<file path="src/rtl/reflect_serializer.sv">
// Byte serializer with in-stream full-width bit reflection of an N-byte value.
// Optional macro REFLECT_SERIALIZER_XOROUT_EN adds a per-byte XOR-out stage after reflection.
module reflect_serializer #(
  parameter int MAX_BYTES = 8,
  parameter int BW_W      = 3
) (
  input  logic                   clk,
  input  logic                   rst_n,
  input  logic                   in_valid,
  output logic                   in_ready,
  input  logic [8*MAX_BYTES-1:0] in_value,
  input  logic [BW_W-1:0]        in_bytewidth,
  input  logic                   in_reflect,
`ifdef REFLECT_SERIALIZER_XOROUT_EN
  input  logic [8*MAX_BYTES-1:0] in_xorout,
`endif
  output logic                   out_valid,
  input  logic                   out_ready,
  output logic [7:0]             out_byte,
  output logic                   out_last
);

  localparam int IDX_W = (MAX_BYTES > 1) ? $clog2(MAX_BYTES) : 1;
  localparam logic [IDX_W-1:0] LAST_IDX = IDX_W'(MAX_BYTES - 1);

  typedef enum logic {IDLE, SEND} state_e;

  state_e                 state_q, state_d;
  logic [8*MAX_BYTES-1:0] value_q, value_d;
  logic                   reflect_q, reflect_d;
  logic [IDX_W-1:0]       lastIdx_q, lastIdx_d;
  logic [IDX_W-1:0]       k_q, k_d;
`ifdef REFLECT_SERIALIZER_XOROUT_EN
  logic [8*MAX_BYTES-1:0] xorout_q, xorout_d;
`endif

  logic [IDX_W-1:0] selIdx;
  logic [7:0]       selByte;
  logic [7:0]       revByte;
  logic [7:0]       xorByte;
  logic [7:0]       sendByte;

  always_ff @(posedge clk or negedge rst_n) begin
    if (!rst_n) begin
      state_q   <= IDLE;
      value_q   <= '0;
      reflect_q <= 1'b0;
      lastIdx_q <= '0;
      k_q       <= '0;
`ifdef REFLECT_SERIALIZER_XOROUT_EN
      xorout_q  <= '0;
`endif
    end else begin
      state_q   <= state_d;
      value_q   <= value_d;
      reflect_q <= reflect_d;
      lastIdx_q <= lastIdx_d;
      k_q       <= k_d;
`ifdef REFLECT_SERIALIZER_XOROUT_EN
      xorout_q  <= xorout_d;
`endif
    end
  end

  // Reflected stream walks the captured window from its top byte down, each byte bit-reversed.
  always_comb begin
    selIdx  = reflect_q ? (lastIdx_q - k_q) : k_q;
    selByte = '0;
    xorByte = '0;
    for (int b = 0; b < MAX_BYTES; b++) begin
      if (IDX_W'(b) == selIdx) selByte = value_q[8*b +: 8];
`ifdef REFLECT_SERIALIZER_XOROUT_EN
      if (IDX_W'(b) == k_q) xorByte = xorout_q[8*b +: 8];
`endif
    end
    for (int i = 0; i < 8; i++) revByte[i] = selByte[7-i];
    sendByte = (reflect_q ? revByte : selByte) ^ xorByte;
  end

  always_comb begin
    state_d   = state_q;
    value_d   = value_q;
    reflect_d = reflect_q;
    lastIdx_d = lastIdx_q;
    k_d       = k_q;
`ifdef REFLECT_SERIALIZER_XOROUT_EN
    xorout_d  = xorout_q;
`endif
    in_ready  = 1'b0;
    out_valid = 1'b0;
    out_byte  = 8'h00;
    out_last  = 1'b0;

    unique case (state_q)
      IDLE: begin
        in_ready = 1'b1;
        if (in_valid) begin
          state_d   = SEND;
          value_d   = in_value;
          reflect_d = in_reflect;
          k_d       = '0;
`ifdef REFLECT_SERIALIZER_XOROUT_EN
          xorout_d  = in_xorout;
`endif
          // Oversized byte counts clamp to the full width.
          if (32'(in_bytewidth) >= 32'(MAX_BYTES - 1)) lastIdx_d = LAST_IDX;
          else                                         lastIdx_d = IDX_W'(in_bytewidth);
        end
      end
      SEND: begin
        out_valid = 1'b1;
        out_byte  = sendByte;
        out_last  = (k_q == lastIdx_q);
        if (out_ready) begin
          if (out_last) state_d = IDLE;
          else          k_d     = k_q + 1'b1;
        end
      end
      default: state_d = IDLE;
    endcase
  end

endmodule

</file>
<file path="config.mk">
export PLATFORM = sky130hd
export DESIGN_NAME = reflect_serializer
export DESIGN_NICKNAME = d
export VERILOG_FILES = /design/src/rtl/reflect_serializer.sv
export SDC_FILE = /design/constraint.sdc
export NUM_CORES = 1
export LEC_CHECK = 0
export BUFFER_PORTS_ARGS = -buffer_cell sky130_fd_sc_hd__buf_2
export CORE_MARGIN = 2
export CORE_UTILIZATION = 35
export DETAILED_ROUTE_END_ITERATION = 8
export SETUP_SLACK_MARGIN = 0.1
export SYNTH_ARGS = -nofsm -noshare
export SYNTH_HDL_FRONTEND = slang
export SYNTH_SLANG_ARGS = --single-unit
</file>
<file path="constraint.sdc">
create_clock -name clk -period 4.6 [get_ports clk]
set_input_delay 0.23 -clock clk [delete_from_list [all_inputs] [get_ports clk]]
set_output_delay 0.23 -clock clk [all_outputs]
set_load 0.01 [all_outputs]
</file>
==> flow_summary.json, run 1 <==
{
  "status": "complete, no violations",
  "min_period_ns": 3.65,
  "power.switching_fraction": 0.369,
  "critPathSlowestCell": "and2_1",
  "critPathBufInv": 1,
  "timing.setup.tns_ns": 0,
  "seqPwrFrac": 0.329,
  "ios": 83,
  "portion_of_the_clock_cycle_consumed_by_the_worst_path_in_the_final_layout": 0.793,
  "cts_tree": "built",
  "netlist_area_um2": 3520,
  "gpl.final_weighted_congestion": 0.847,
  "hold_viol": 0,
  "timing.setup.critical_path_class": "flip-flop to output port",
  "fp.dieH_um": 104,
  "layout.cells.most_common": "buf_2",
  "combPwrFrac": 0.534,
  "layout_setup_ws_ns": 0.951,
  "setup.worst_path.end_class": "output port",
  "setup.worst_path.start_class": "flip-flop",
  "wire_length_of_the_first_global_routing_pass_mm": 12.5,
  "timing.critical_path.slowest_cell_delay_ns": 0.65,
  "grtUsageTotal": 0.148,
  "vias": 2247,
  "postCtsSetupBuffers": 0,
  "max_cap_violations": 0,
  "slew_violations": 0,
  "max-slew-margin-rel": 0.387,
  "clock_power_share": 0.138,
  "tightestPinTransition_ns": 0.920,
  "place_worst_setup_slack_ns": 1.30,
  "internal_power_mw": 2.26,
  "drt_first_pass_iters": 4,
  "drive_gt1_frac": 0.534,
  "report.power.total_mw": 3.58,
  "nNetsFinal": 407,
  "critical_path.top_delay_family": "simple AND/OR/NAND/NOR gates",
  "mostFrequentLayoutCells": "81 x buf_2, 72 x dfrtp_1, 65 x mux2_2",
  "n_fill_cell": 928,
  "cts.clk_slew.worst_paths_ns": 0.07,
  "placedInstanceArea_um2": 4050,
  "timing.rr.start": "state_q",
  "final_design_area_no_fill_um2": 4240,
  "clockRootBuffer": "clkbuf_8",
  "ir_drop_mv": 0.484,
  "setup_viol_count_final": 0,
  "synthesis_to_layout_area_growth_pct": 20.5,
  "pwr_density_cell_nw_per_um2": 844,
  "cts.repair.resized": 0,
  "post_cts_hold_buffer_count": 0,
  "placementRows": 36,
  "fmax_ghz": 0.274,
  "finalClockSkew_ns": 0.00552,
  "detail_route.iter0.violations": 80,
  "postSynthNetCount": 326,
  "critical_path_arrival_ns": 3.42,
  "hold_class": "input port to async pin",
  "seq_area_frac_synth": 0.512,
  "crit_path_max_fanout": 16,
  "synthesis.instances": 250,
  "numClockSinks": 72,
  "cts-buffers-inserted": 9,
  "wl_mm": 7.47,
  "clk_path_buf_depth": 2,
  "die-width_um": 104,
  "hpwl_mm": 5.45,
  "grt_start_max_net_pins": 73,
  "area_of_the_core_um2": 9770,
  "postRouteAntennaNets": 0,
  "dieArea_um2": 10900,
  "insertion_delay_ns": 0.34,
  "antenna-diode-count": 0,
  "post_drt_wl_per_cell_um": 16.0,
  "vias_per_cell": 4.80,
  "yosysWarningCount": 0,
  "switching_power_mw": 1.32,
  "crit_required_ns": 4.37,
  "numPortBuffers": 82,
  "rsz0062_at_grt": "no",
  "leakage_power_nw": 1.92,
  "post_synth.cell_area_avg_um2": 14.1,
  "grt_antenna_before_repair": 0,
  "setup.worst_path.start": "k_q[0]",
  "total_grt_overflow": 0,
  "synthesis_stage_register_bit_count": 72,
  "synth_cell_type_count": 38,
  "initial_utilization": 0.360,
  "worstPathCellList": "ha_1, fa_1, nand2b_1, and2_1, mux4_2, mux2i_1, nor2b_1, a211oi_1, buf_2",
  "drc_violation_count_after_routing": 0,
  "htree_num_levels": 3,
  "via_count_of_the_first_global_routing_pass": 2460,
  "finish.utilization": 0.434
}
## per-layer routing
layer | GRT usage | share of wire | wire length (um) | up-vias
li1 | - | - | - | 1072
met1 | 0.183 | 0.44 | 3300 | 1109
met2 | 0.250 | 0.50 | 3750 | 60
met3 | 0.0514 | 0.050 | 372 | 6
met4 | 0.0319 | 0.0076 | 57 | 0
met5 | 0 | 0 | 0 | -
## final timing paths
path	slack [ns]	endpoint	depth (start not counted)
min in group clk	0.07	state_q	2
min reg2reg	0.51	value_q[2]	1
max in group asynchronous	3.98	value_q[49]	1
max	0.95	out_byte[7]	9
min	0.01	value_q[60]	1
max reg2reg	2.77	value_q[40]	3
## metrics by stage
stage	hold WS, ns	instances
5_1_grt	0.0655	468
4_1_cts	0.0518	468
3_5_place_dp	0.423	453
2_1_floorplan	-0.0656	250
6_report	0.00952	468
3_3_place_gp	0.416	453
## cell type report
type,count,area (um^2),share of cell area
Sequential cell,72,1800,0.425
Inverter,8,30.0,0.00708
Tap cell,133,166,0.0392
Clock inverter,5,57.6,0.0136
Timing Repair Buffer,85,435,0.103
Multi-Input combinational cell,155,1610,0.380
Clock buffer,10,138,0.0324
## sequential cells by signal, indices dropped and copies added, names as in the netlist
signal     flops
k_q            3
lastIdx_q      3
reflect_q      1
state_q        1
value_q       64
## power groups by stage
stage                     logic [mW]  clock network, mW  registers, mW
after global placement          1.90                  0           1.18
after detailed placement        1.93                  0           1.20
after floorplan                 1.55                  0           1.09
after global routing            2.12              0.536           1.23
after CTS                       1.94              0.511           1.19
final                           1.91              0.493           1.18
## synthesized netlist by cell type
master	n	area (um^2)
and3_1	1	6.26
nor2b_1	8	50.1
o211ai_1	2	15.0
xor2_1	3	26.3
a21oi_1	3	15.0
inv_1	6	22.5
nand2b_1	2	12.5
dfrtp_1	72	1800
buf_2	3	15.0
a211o_1	1	8.76
mux2_4	1	15.0
a221o_1	1	10.0
buf_12	1	20.0
mux4_2	10	225
mux4_1	4	105
o21ai_0	6	30.0
buf_6	1	11.3
o221a_1	1	11.3
inv_2	1	3.75
clkbuf_1	9	33.8
a211oi_1	6	45.0
a21bo_2	1	10.0
nand3_1	1	5.00
nor2_1	5	18.8
nand2_1	10	37.5
and2_1	5	31.3
a22o_1	1	8.76
o41ai_1	1	8.76
nor4_1	1	6.26
ha_1	3	37.5
buf_1	1	3.75
mux2i_1	9	90.1
xnor2_1	1	8.76
o31a_1	1	8.76
mux2_2	65	732
clkinv_1	1	3.75
nand4_1	1	6.26
fa_1	1	20.0
## cells by family after synthesis
logic type	share of synthesized area
AO/OA/AOI/OAI	0.0487
AND/OR/NAND/NOR	0.0494
XOR/XNOR	0.00995
adder cells (fa/ha/maj)	0.0163
buffers and inverters	0.0323
multiplexers	0.332
flip-flops	0.512
## worst register-to-register path, delay by kind of cell, from the launching register on
kind / cells / cell delay [ns]
multiplexers: 1 / 0.41
flip-flops: 1 / 0.47
AND/OR/NAND/NOR: 1 / 0.40
buffers and inverters: 1 / 0.45
No activity file was read; power rests on OpenSTA's default activity.
==> run 2: changes to the inputs <==
==> constraint.sdc (replaced) <==
create_clock -name clk -period 3.2 [get_ports clk]
set_input_delay 0.16 -clock clk [delete_from_list [all_inputs] [get_ports clk]]
set_output_delay 0.16 -clock clk [all_outputs]
set_load 0.01 [all_outputs]
==> flow_summary.json, run 2 (synthesis results as in run 1) <==
{
  "status": "complete, no violations",
  "report.power.total_mw": 6.00,
  "post_drt_wl_per_cell_um": 16.0,
  "finalClockSkew_ns": 0.0105,
  "placementRows": 36,
  "timing.setup.critical_path_class": "flip-flop to output port",
  "drc_violation_count_after_routing": 0,
  "timing.setup.tns_ns": 0,
  "flip_flop_count_of_the_largest_register_all_copies_and_words_added": 64,
  "die-width_um": 104,
  "worst_reg2reg_path_depth": 4,
  "wire_length_of_the_first_global_routing_pass_mm": 12.6,
  "antenna-diode-count": 0,
  "cts_tree": "built",
  "seqPwrFrac": 0.279,
  "cts-buffers-inserted": 9,
  "drt_first_pass_iters": 4,
  "reg2reg_setup_slack_ns": 1.61,
  "slew_violations": 0,
  "ir_drop_mv": 0.618,
  "hold_viol": 0,
  "drive_gt1_frac": 0.585,
  "tightestPinTransition_ns": 0.905,
  "setup.worst_path.end_class": "output port",
  "portion_of_the_clock_cycle_consumed_by_the_worst_path_in_the_final_layout": 0.928,
  "postRouteAntennaNets": 0,
  "synthesis_to_layout_area_growth_pct": 27.9,
  "via_count_of_the_first_global_routing_pass": 2444,
  "max-slew-margin-rel": 0.397,
  "grt_antenna_before_repair": 0,
  "numClockSinks": 72,
  "grtUsageTotal": 0.151,
  "switching_power_mw": 2.07,
  "leakage_power_nw": 2.04,
  "clockRootBuffer": "clkbuf_8",
  "regMostFlops": "value_q",
  "nNetsFinal": 420,
  "wl_mm": 7.73,
  "gpl.final_weighted_congestion": 0.791,
  "internal_power_mw": 3.93,
  "setup_viol_count_final": 0,
  "reg_top3": "value_q (64), k_q (3), lastIdx_q (3)",
  "total_grt_overflow": 0,
  "clk_path_buf_depth": 2,
  "detail_route.iter0.violations": 57,
  "whs_path_depth": 3,
  "combPwrFrac": 0.571,
  "crit_path_max_fanout": 8,
  "vias": 2315,
  "critical_path_arrival_ns": 2.81,
  "setup.worst_path.start_class": "flip-flop",
  "mostFrequentLayoutCells": "81 x buf_2, 72 x dfrtp_1, 65 x mux2_2, 11 x mux4_2, 11 x clkbuf_8",
  "ios": 83,
  "dieArea_um2": 10900,
  "fp.dieH_um": 104,
  "hold_class": "input port to flip-flop",
  "rsz0062_at_grt": "yes",
  "grt_start_max_net_pins": 73,
  "max_cap_violations": 0,
  "fmax_ghz": 0.337,
  "whs_endpoint": "value_q[59]",
  "power.switching_fraction": 0.346,
  "min_period_ns": 2.97,
  "pwr_density_cell_nw_per_um2": 1330,
  "finish.utilization": 0.461,
  "timing.rr.start": "state_q",
  "crit_required_ns": 3.04,
  "vias_per_cell": 4.80,
  "numPortBuffers": 82,
  "initial_utilization": 0.360,
  "rr_endpoint": "k_q[1]",
  "area_of_the_core_um2": 9770,
  "layout.cells.most_common": "buf_2",
  "cts.clk_slew.worst_paths_ns": 0.08,
  "clock_power_share": 0.150,
  "hold_path_startpoint": "in_value[59]",
  "htree_num_levels": 3,
  "hpwl_mm": 5.57,
  "n_fill_cell": 915,
  "insertion_delay_ns": 0.34
}
## run 2: changes by cell type in the layout (fill, tap and decap cells not counted), sizes merged
cell	delta
clkbuf	+2
bufinv	+2
clkinv	-1
buf	+11
clkinvlp	-3
inv	+1
dlygate4sd3	+2
## run 2: metrics by stage
step | area (um^2) | setup slack [ns] | instances | hold slack (ns)
5_1_grt | 4500 | 0.0933 | 482 | 0.0157
3_3_place_gp | 4060 | 0.392 | 455 | 0.346
6_report | 4500 | 0.231 | 482 | 0.0331
2_1_floorplan | 3520 | 0.540 | 250 | -0.136
3_5_place_dp | 4060 | 0.364 | 455 | 0.345
4_1_cts | 4460 | 0.109 | 480 | 0.0216
## run 2: final cells by class
class                      instances  area, um^2  share of cell area
multi-input combinational        155        1660               0.368
tap                              133         166              0.0369
clock buffer                      12         155              0.0344
inverter                           8        30.0             0.00667
sequential                        72        1800               0.400
timing repair buffer              98         594               0.132
clock inverter                     4        98.8              0.0219
## run 2: how the worst max path moves through the flow
| stage | start | to | slack (ns) |
|---|---|---|---|
| floorplan | k_q[0] | out_byte[4] | 0.54 |
| global placement | k_q[0] | out_byte[0] | 0.39 |
| detailed placement | k_q[0] | out_byte[6] | 0.36 |
| CTS | k_q[0] | out_byte[4] | 0.11 |
| global route | lastIdx_q[0] | out_byte[5] | 0.09 |
| finish | k_q[0] | out_byte[6] | 0.23 |
## run 2: repair_timing
action / CTS / global route
pin swaps: 1 / 3
endpoints found under the setup margin: 8 / 8
resized for setup: 13 / 6
setup buffers: 6 / 2
hold buffers: 2 / 0
gates cloned: 1 / 0
endpoints found under the hold margin: 73 / 0
## run 2: routing by layer
layer,part of all wire,GRT usage,up-vias
met1,0.44,0.189,1147
met5,0,0,-
met4,0.0071,0.0319,0
met3,0.047,0.0501,4
met2,0.50,0.254,67
li1,-,-,1097
## run 2: critical path: stages, from the launching register on
cell and delay (ns):
dfrtp_1 0.40, ha_2 0.18, fa_1 0.51, nand2b_4 0.13
and2_4 0.19, buf_8 0.14, mux4_1 0.30, mux2i_2 0.22
nor2b_1 0.16, a211oi_1 0.06, buf_2 0.17
## run 2: power groups by stage
stage               clock network, mW  registers, mW  logic (mW)
floorplan                           0           1.56        2.23
global placement                    0           1.70        2.77
detailed placement                  0           1.71        2.81
CTS                             0.922           1.69        3.29
global route                    0.970           1.75        3.73
finish                          0.898           1.67        3.43
